File: src/rtl/m_cal_pkg.sv
`default_nettype none
// ---------------------------------------------------------------------------
// m_cal_pkg
// Shared types and helpers for the calibration sum engine.
// Revision: 1.0
// ---------------------------------------------------------------------------
package m_cal_pkg;

  // Engine control states
  typedef enum logic [1:0] {
    ST_IDLE  = 2'd0,
    ST_FETCH = 2'd1,
    ST_DRAIN = 2'd2,
    ST_DONE  = 2'd3
  } cal_state_e;

  // Accumulator width: wide enough that CGES full-scale samples never overflow
  function automatic int acc_width(input int dw, input int cges);
    return dw + $clog2(cges);
  endfunction

endpackage
`default_nettype wire

File: src/rtl/m_cal_if.sv
`default_nettype none
// ---------------------------------------------------------------------------
// m_cal_if
// Controller / sample-memory bus for the calibration sum engine.
// master = controller + memory side, slave = engine side.
// Revision: 1.0
// ---------------------------------------------------------------------------
interface m_cal_if #(
  parameter int CGES = 7,
  parameter int DW   = 16
);
  import m_cal_pkg::*;

  localparam int AW = $clog2(CGES);
  localparam int RW = acc_width(DW, CGES);

  logic          cal;
  logic [AW-1:0] addr;
  logic [DW-1:0] rd_data;
  logic          fin;
  logic [RW-1:0] result;
  logic          res_valid;
  logic          busy;
  logic          ovf;

  modport master (
    output cal, rd_data,
    input  addr, fin, result, res_valid, busy, ovf
  );

  modport slave (
    input  cal, rd_data,
    output addr, fin, result, res_valid, busy, ovf
  );

endinterface
`default_nettype wire

File: src/rtl/m_cal_acc.sv
`default_nettype none
// ---------------------------------------------------------------------------
// m_cal_acc
// Sample accumulator with a one-bit data-valid pipeline that follows the
// registered memory latency, plus the result capture register.
// Optional macro M_CAL_SAT_EN: clamp at 2^DW-1 and raise sticky ovf.
// Revision: 1.0
// ---------------------------------------------------------------------------
module m_cal_acc
  import m_cal_pkg::*;
#(
  parameter int CGES = 7,
  parameter int DW   = 16
) (
  input  wire logic                            clk,
  input  wire logic                            reset_n,
  input  wire logic                            clr_i,     // accepted cal: start clean
  input  wire logic                            vld_i,     // an address is presented this cycle
  input  wire logic                            cap_i,     // latch final sum into result
  input  wire logic [DW-1:0]                   rd_data_i,
  output logic      [acc_width(DW, CGES)-1:0]  result_o,
  output logic                                 ovf_o
);

  localparam int AW = $clog2(CGES);
  localparam int RW = acc_width(DW, CGES);

  logic          vld_q;
  logic [RW-1:0] acc_q;
  logic [RW-1:0] acc_d;
  logic [RW-1:0] result_q;
  logic [RW-1:0] add_w;
  logic [RW-1:0] sum_w;
  logic          clamp_w;

  // Only data whose address was presented one cycle earlier is summed
  assign add_w = vld_q ? {{AW{1'b0}}, rd_data_i} : '0;
  assign sum_w = acc_q + add_w;

`ifdef M_CAL_SAT_EN
  localparam logic [RW-1:0] SAT_MAX = {{AW{1'b0}}, {DW{1'b1}}};

  logic ovf_q;

  assign clamp_w = (sum_w > SAT_MAX);
  assign acc_d   = clamp_w ? SAT_MAX : sum_w;
  assign ovf_o   = ovf_q;

  // Sticky overflow: cleared only when a new calculation is accepted
  always_ff @(posedge clk or negedge reset_n) begin
    if (!reset_n)     ovf_q <= 1'b0;
    else if (clr_i)   ovf_q <= 1'b0;
    else if (clamp_w) ovf_q <= 1'b1;
  end
`else
  assign clamp_w = 1'b0;
  assign acc_d   = sum_w;
  assign ovf_o   = clamp_w;
`endif

  // Valid pipeline, running sum and result capture
  always_ff @(posedge clk or negedge reset_n) begin
    if (!reset_n) begin
      vld_q    <= 1'b0;
      acc_q    <= '0;
      result_q <= '0;
    end else begin
      vld_q <= vld_i;
      if (clr_i) acc_q <= '0;
      else       acc_q <= acc_d;
      if (cap_i) result_q <= acc_d;
    end
  end

  assign result_o = result_q;

endmodule
`default_nettype wire

File: src/rtl/m_cal_engine.sv
`default_nettype none
// ---------------------------------------------------------------------------
// m_cal_engine
// Reads CGES samples from a registered memory and sums them on a level
// cal request; pulses fin and holds result/res_valid until the next accept.
// Optional macro M_CAL_SAT_EN (in m_cal_acc): saturating sum with ovf flag.
// Revision: 1.0
// ---------------------------------------------------------------------------
module m_cal_engine
  import m_cal_pkg::*;
#(
  parameter int CGES = 7,
  parameter int DW   = 16
) (
  input  wire logic clk,
  input  wire logic reset_n,
  m_cal_if.slave    bus
);

  localparam int AW = $clog2(CGES);
  localparam logic [AW-1:0] LAST_ADDR = AW'(CGES - 1);

  cal_state_e    state_q, state_d;
  logic [AW-1:0] addr_q, addr_d;
  logic          fin_q, fin_d;
  logic          busy_q, busy_d;
  logic          res_valid_q, res_valid_d;
  logic          acc_clr, acc_vld, acc_cap;

  // State and registered outputs
  always_ff @(posedge clk or negedge reset_n) begin
    if (!reset_n) begin
      state_q     <= ST_IDLE;
      addr_q      <= '0;
      fin_q       <= 1'b0;
      busy_q      <= 1'b0;
      res_valid_q <= 1'b0;
    end else begin
      state_q     <= state_d;
      addr_q      <= addr_d;
      fin_q       <= fin_d;
      busy_q      <= busy_d;
      res_valid_q <= res_valid_d;
    end
  end

  // Next state; cal low anywhere before DONE abandons the calculation
  always_comb begin
    state_d     = state_q;
    addr_d      = '0;
    fin_d       = 1'b0;
    res_valid_d = res_valid_q;
    acc_clr     = 1'b0;
    acc_cap     = 1'b0;
    unique case (state_q)
      ST_IDLE: begin
        if (bus.cal) begin
          state_d     = ST_FETCH;
          res_valid_d = 1'b0;
          acc_clr     = 1'b1;
        end
      end
      ST_FETCH: begin
        if (!bus.cal)                state_d = ST_IDLE;
        else if (addr_q == LAST_ADDR) state_d = ST_DRAIN;
        else                          addr_d  = addr_q + AW'(1);
      end
      ST_DRAIN: begin
        if (!bus.cal) begin
          state_d = ST_IDLE;
        end else begin
          state_d     = ST_DONE;
          fin_d       = 1'b1;
          res_valid_d = 1'b1;
          acc_cap     = 1'b1;
        end
      end
      ST_DONE: begin
        if (!bus.cal) state_d = ST_IDLE;
      end
      default: state_d = ST_IDLE;
    endcase
    busy_d  = (state_d == ST_FETCH) || (state_d == ST_DRAIN);
    acc_vld = (state_q == ST_FETCH) && bus.cal;
  end

  m_cal_acc #(
    .CGES (CGES),
    .DW   (DW)
  ) u_acc (
    .clk       (clk),
    .reset_n   (reset_n),
    .clr_i     (acc_clr),
    .vld_i     (acc_vld),
    .cap_i     (acc_cap),
    .rd_data_i (bus.rd_data),
    .result_o  (bus.result),
    .ovf_o     (bus.ovf)
  );

  assign bus.addr      = addr_q;
  assign bus.fin       = fin_q;
  assign bus.busy      = busy_q;
  assign bus.res_valid = res_valid_q;

endmodule
`default_nettype wire
File: src/flat_wrapper.sv
// flat-port wrapper written by rule: the top's interface ports become plain ports
module m_cal_engine_flat import m_cal_pkg::*;
#(
  parameter int CGES = 7,
  parameter int DW   = 16
)
  (clk, reset_n, bus_cal, bus_rd_data, bus_addr, bus_fin, bus_result, bus_res_valid, bus_busy, bus_ovf);
  m_cal_if #(.CGES(CGES), .DW(DW)) bus_i ();
  input  wire logic clk;
  input  wire logic reset_n;
  input wire logic [$bits(bus_i.cal)-1:0] bus_cal;
  input wire logic [$bits(bus_i.rd_data)-1:0] bus_rd_data;
  output wire logic [$bits(bus_i.addr)-1:0] bus_addr;
  output wire logic [$bits(bus_i.fin)-1:0] bus_fin;
  output wire logic [$bits(bus_i.result)-1:0] bus_result;
  output wire logic [$bits(bus_i.res_valid)-1:0] bus_res_valid;
  output wire logic [$bits(bus_i.busy)-1:0] bus_busy;
  output wire logic [$bits(bus_i.ovf)-1:0] bus_ovf;
  assign bus_i.cal = bus_cal;
  assign bus_i.rd_data = bus_rd_data;
  assign bus_addr = bus_i.addr;
  assign bus_fin = bus_i.fin;
  assign bus_result = bus_i.result;
  assign bus_res_valid = bus_i.res_valid;
  assign bus_busy = bus_i.busy;
  assign bus_ovf = bus_i.ovf;
  m_cal_engine #(.CGES(CGES), .DW(DW)) u_core (.clk(clk), .reset_n(reset_n), .bus(bus_i));
endmodule
File: config.mk
export PLATFORM = sky130hd
export DESIGN_NAME = m_cal_engine_flat
export DESIGN_NICKNAME = d
export VERILOG_FILES = /design/src/rtl/m_cal_pkg.sv /design/src/rtl/m_cal_if.sv /design/src/rtl/m_cal_acc.sv /design/src/rtl/m_cal_engine.sv /design/src/flat_wrapper.sv
export SDC_FILE = /design/constraint.sdc
export NUM_CORES = 1
export LEC_CHECK = 0
export CORE_UTILIZATION = 25
export CTS_CLUSTER_SIZE = 14
export DETAILED_ROUTE_END_ITERATION = 8
export PLACE_DENSITY_LB_ADDON = 0.2
export SKIP_LAST_GASP = 1
export SLEW_MARGIN = 15
export SYNTH_ARGS = -nofsm -noshare
export SYNTH_HDL_FRONTEND = slang
export SYNTH_SLANG_ARGS = --single-unit
File: constraint.sdc
create_clock -name clk -period 6.7 [get_ports clk]
set_input_delay 0.67 -clock clk [delete_from_list [all_inputs] [get_ports clk]]
set_output_delay 0.67 -clock clk [all_outputs]
set_load 0.02 [all_outputs]
==> reports/metrics.csv, run 1 <==
metric;value;unit
status;completed;
syn avg cell area;9.15;µm²
Distinct cells, synth;46;
Yosys warnings;0;
commonest non-fill, non-tap cells in the layout;dfrtp_1 (47), clkdlybuf4s50_1 (42), nand2_1 (36);
Worst setup EP type;flip-flop;
CORE AREA;9950;µm²
Clock Latency Late Sink;0.31;ns
power per cell area;247;nW/µm²
WP data required;6.91;ns
clk root buf;clkbuf_8;
# DRC;0;
Synth async-reset ratio;100;%
setup TNS;0;ns
Mapped Area;2610;µm²
worst vdd ir;104;µV
number of flops mapped to enable cells by yosys;0;
Starting Density;26.2;%
DIE AREA;10800;µm²
placed cell count;452;
first-pass detailed-route iteration total;4;
R2R Path Start;u_core.u_acc.vld_q;
max_cap viols;0;
gr ovfl total;0;
vias;2114;
post-cts hold buffer count;0;
GRT Overall Usage;12.3;%
Reg-to-Reg End;u_core.u_acc.result_o[16];
gpl congestion;0.806;
fin. max-slew vios;0;
Die Ht;104;µm
area of the multi-input gates;1340;µm²
critical path class;input port to flip-flop;
Antenna Violating Nets Remaining;0;
Worst Path Arrival;3.31;ns
Via density;4.60;
# IOs;45;
RSZ-0062 raised after global routing;no;
Setup violations, final;0;
first-pass GRT wire length;10700;µm
clock buffer depth;2;
1st-iter DRT viols;67;
fin cells;460;
share of layout cells above drive strength 1;4.89;%
top_reg_cell synth;dfrtp_1;
# diodes;0;
overall power;808;µW
clock slew at reported path FFs;0.09;ns
layout net count;362;
Core Rows;36;
CP max FO;6;
post-layout instance area;3270;µm²
cells after synthesis;285;
CTS Buf Count;5;
Avg WL per Cell;13.4;µm
placed instance area;3170;µm²
Peak Freq;322;MHz
crit start category;input port;
commonest non-fill, non-tap cell in the layout;dfrtp_1;
post_cts resized;0;
Die W;104;µm
initial antenna violation count;0;
part of the cycle the worst path needs;46.4;%
DP Wirelength;4520;µm
Worst Clk Skew;0.0145;ns
Mapped Nets;321;
CTS tree;yes;
Least-Margin Pin Slew;0.601;ns
Tmin final;3.11;ns
Final Hold Vio Count;0;
PortBufs;43;
worst min path class;input port to async pin;
Synth-to-Final Area Change;25.5;%
setup bufs post-CTS;0;
max_slew headroom;60.0;%
Pleak;1.49;nW
Yosys reg bits;47;
setup slack, reg-to-reg;3.67;ns
Register Area;1180;µm²
register area share after synthesis;45.1;%
largest net degree at the start of global routing;48;
CTS H-Tree Depth;2;
vias in the first global route;2207;
total wire length;6180;µm
FILL cells;1079;
cells on worst reg2reg path;10;
clock sink count;47;
[power breakdown]
part	leakage, nW	internal [mW]	total [mW]	switching (mW)
sequential	0.627	0.327	0.348	0.0211
combinational	0.808	0.108	0.264	0.156
clock	0.0505	0.0941	0.196	0.102
total	1.49	0.529	0.808	0.279
[synthesized netlist by cell type, types with 4 or more instances]
master	count	share of area (%)
o21ai_0	30	5.8
o31ai_1	5	1.4
nand4_1	4	0.96
dfrtp_1	47	45
xor2_1	5	1.7
clkbuf_1	8	1.2
and2_1	17	4.1
o21a_1	4	1.2
ha_1	16	7.7
a21o_1	6	1.7
nor3_1	4	0.77
xnor2_1	7	2.4
inv_1	11	1.6
nor2_1	30	4.3
a21oi_1	13	2.5
nand2_1	36	5.2
[layer usage]
layer	GRT usage [%]	up-vias	share of wire (%)
met5	0	-	0
met4	3.06	0	1.1
met3	2.76	5	2.9
met2	20.1	35	46
met1	16.3	1003	50
li1	-	1071	-
[layout make-up]
| cell class | instances | share of cell area (%) |
|---|---|---|
| clock buffers | 7 | 2.94 |
| clock inverters | 1 | 0.229 |
| inverters | 11 | 1.26 |
| multi-input cells | 216 | 41.0 |
| flip-flops and latches | 47 | 35.9 |
| well taps | 133 | 5.08 |
| repair buffers | 45 | 13.5 |
[state kept, by name, indices dropped and copies added (netlist names)]
signal                 flops
u_core.u_acc.acc_q        19
u_core.bus.fin             1
u_core.u_acc.vld_q         1
u_core.state_q             2
u_core.u_acc.result_o     19
u_core.bus.busy            1
u_core.bus.addr            3
u_core.bus.res_valid       1
[through the flow]
step	utilization [%]	worst slack, ns	hold slack, ns
6_report	32.9	3.59	0.363
5_1_grt	32.9	3.49	0.418
4_1_cts	32.9	3.61	0.493
3_5_place_dp	31.8	3.29	0.475
3_3_place_gp	31.8	3.38	0.467
2_1_floorplan	-	3.98	0.374
[how the worst max path moves through the flow]
stage                                           end  cells after the start          startpoint  slack [ns]
after floorplan           u_core.u_acc.result_o[16]                      9      bus_rd_data[9]        3.98
after global placement    u_core.u_acc.result_o[16]                     11      bus_rd_data[0]        3.38
after detailed placement  u_core.u_acc.result_o[16]                     11      bus_rd_data[0]        3.29
after CTS                 u_core.u_acc.result_o[16]                     10  u_core.u_acc.vld_q        3.61
after global routing      u_core.u_acc.result_o[16]                     10  u_core.u_acc.vld_q        3.49
final                     u_core.u_acc.result_o[16]                     11      bus_rd_data[0]        3.59
[cells by family after synthesis]
logic type      Yosys count  share of synthesized area (%)
other cells               1                          0.144
buf+inv                  22                           3.65
flops                    47                           45.1
xor+xnor                 12                           4.03
compound gates           80                           19.3
simple gates            106                           19.3
fa+ha+maj                17                           8.44
[worst max-delay path, cell delays in order]
cell and delay (ns):
clkdlybuf4s50_1 0.45, and2_1 0.12, ha_1 0.21, inv_1 0.07
fa_1 0.40, nor2b_1 0.16, o21bai_1 0.12, a31o_2 0.32
nor4_1 0.41, o31ai_1 0.16, a31o_1 0.22
Power figures use the tool's default switching activity.
==> run 2, diff against run 1 <==
clock period = 3 ns   (was 6.7 ns; I/O delays follow)
==> reports/metrics.csv, run 2 (synthesis gave the netlist of run 1 again) <==
metric;value;unit
1st-iter DRT viols;33;
CTS Buf Count;5;
first-pass detailed-route iteration total;4;
internal power;1.24;mW
vias;2118;
Pleak;1.52;nW
worst min path class;input port to async pin;
first-pass GRT wire length;10600;µm
share of layout cells above drive strength 1;6.91;%
total wire length;6140;µm
clock sink count;47;
GRT Overall Usage;12.2;%
Clock Power Share;25.6;%
switching part of the total;33.8;%
setup TNS;0;ns
# diodes;0;
max_slew headroom;59.2;%
Worst Clk Skew;0.00975;ns
commonest non-fill, non-tap cells in the layout;dfrtp_1 (46), clkdlybuf4s50_1 (42), nand2_1 (36);
Setup violations, final;0;
Hold Slack;-0.00308;ns
Clock Latency Late Sink;0.30;ns
clock slew at reported path FFs;0.09;ns
power per cell area;561;nW/µm²
Tmin final;2.74;ns
DP Wirelength;4600;µm
Core Rows;36;
Avg WL per Cell;13.2;µm
Slowest-stage cell, CP;dfrtp_2;
gr ovfl total;0;
CORE AREA;9950;µm²
worst vdd ir;200;µV
Net Switching;631;µW
commonest non-fill, non-tap cell in the layout;dfrtp_1;
Worst setup EP type;flip-flop;
fin. max-slew vios;0;
RSZ-0062 raised after global routing;no;
Via density;4.55;
clock buffer depth;2;
Antenna Violating Nets Remaining;0;
Synth-to-Final Area Change;27.6;%
setup slack, reg-to-reg;0.26;ns
peak per-stage delay on the critical path;0.48;ns
largest net degree at the start of global routing;48;
failing checks;hold timing;
crit start category;flip-flop;
gpl congestion;0.814;
CTS H-Tree Depth;2;
CP max FO;9;
Combinational Power Share;32.9;%
Die W;104;µm
layout net count;368;
initial antenna violation count;0;
clk root buf;clkbuf_8;
CP Cell Sequence;buf_4 > and2_1 > ha_1 > and3_2 > a221o_1 > a21oi_2 > nor2_1 > or4_1 > a31o_1;
status;complete, but fails checks;
Final Hold Vio Count;2;
# DRC;0;
fin cells;466;
placed cell count;458;
part of the cycle the worst path needs;91.4;%
Starting Density;26.2;%
max_cap viols;0;
critical path class;flip-flop to flip-flop;
WP data required;3.20;ns
PortBufs;43;
Die Ht;104;µm
Flop pwr share;41.5;%
vias in the first global route;2135;
# IOs;45;
Peak Freq;365;MHz
Worst Path Arrival;2.94;ns
Least-Margin Pin Slew;0.611;ns
DIE AREA;10800;µm²
CTS tree;yes;
==> run 2: routing by layer <==
metal | vias up | wire length (µm) | track usage (%)
met3 | 5 | 150 | 2.26
met1 | 995 | 3250 | 17.2
li1 | 1087 | - | -
met2 | 31 | 2680 | 18.8
met5 | - | 0 | 0
met4 | 0 | 57 | 3.67
==> run 2: worst paths after layout <==
kind / to / from / depth (start not counted)
min in group clk: u_core.u_acc.result_o[12] / u_core.u_acc.result_o[12] / 2
max in group asynchronous: u_core.u_acc.vld_q / reset_n / 1
worst max register to register: u_core.u_acc.result_o[16] / u_core.u_acc.vld_q / 9
worst min register to register: u_core.u_acc.result_o[12] / u_core.u_acc.result_o[12] / 2
worst min-delay path: u_core.bus.fin / reset_n / 1
worst max-delay path: u_core.u_acc.result_o[16] / u_core.u_acc.vld_q / 9
==> run 2: cell type report <==
cell class | count | area, µm²
Timing Repair Buffer | 51 | 488
Fill cell | 1039 | 6630
Clock buffer | 5 | 68.8
Inverter | 11 | 41.3
Clock inverter | 3 | 43.8
Sequential cell | 47 | 1180
Multi-Input combinational cell | 216 | 1340
Tap cell | 133 | 166
==> run 2: metrics by stage <==
| step | total power, mW | util (%) | cell area [µm²] | hold slack (ns) | worst slack (ns) |
|---|---|---|---|---|---|
| floorplan | 1.23 | - | 2610 | 0.00441 | 0.426 |
| global placement | 1.41 | 32.3 | 3210 | 0.467 | 0.101 |
| detailed placement | 1.41 | 32.3 | 3210 | 0.471 | 0.00795 |
| CTS | 1.90 | 33.4 | 3320 | 0.234 | 0.183 |
| global route | 2.01 | 33.4 | 3330 | 0.0508 | 0.0529 |
| finish | 1.87 | 33.4 | 3330 | -0.00308 | 0.259 |
==> run 2: repair_timing <==
item                                   4_1_cts  5_1_grt
setup buffers                                0        0
endpoints found under the hold margin        0        0
gates resized for setup                      0        1
setup endpoints to repair                    0        2
hold buffers                                 0        0
==> run 2: power by group through the flow <==
| stage | logic [mW] | clock network (mW) | registers (mW) |
|---|---|---|---|
| after floorplan | 0.446 | 0 | 0.785 |
| after global placement | 0.619 | 0 | 0.789 |
| after detailed placement | 0.623 | 0 | 0.789 |
| after CTS | 0.627 | 0.497 | 0.777 |
| after global routing | 0.705 | 0.516 | 0.787 |
| final | 0.614 | 0.477 | 0.776 |
==> run 2: worst max-delay path, delay by kind of cell (launching register included) <==
kind | cells | cell delay (ns)
compound gates | 3 | 0.77
fa+ha+maj | 1 | 0.35
buf+inv | 1 | 0.19
flops | 1 | 0.48
simple gates | 4 | 0.85
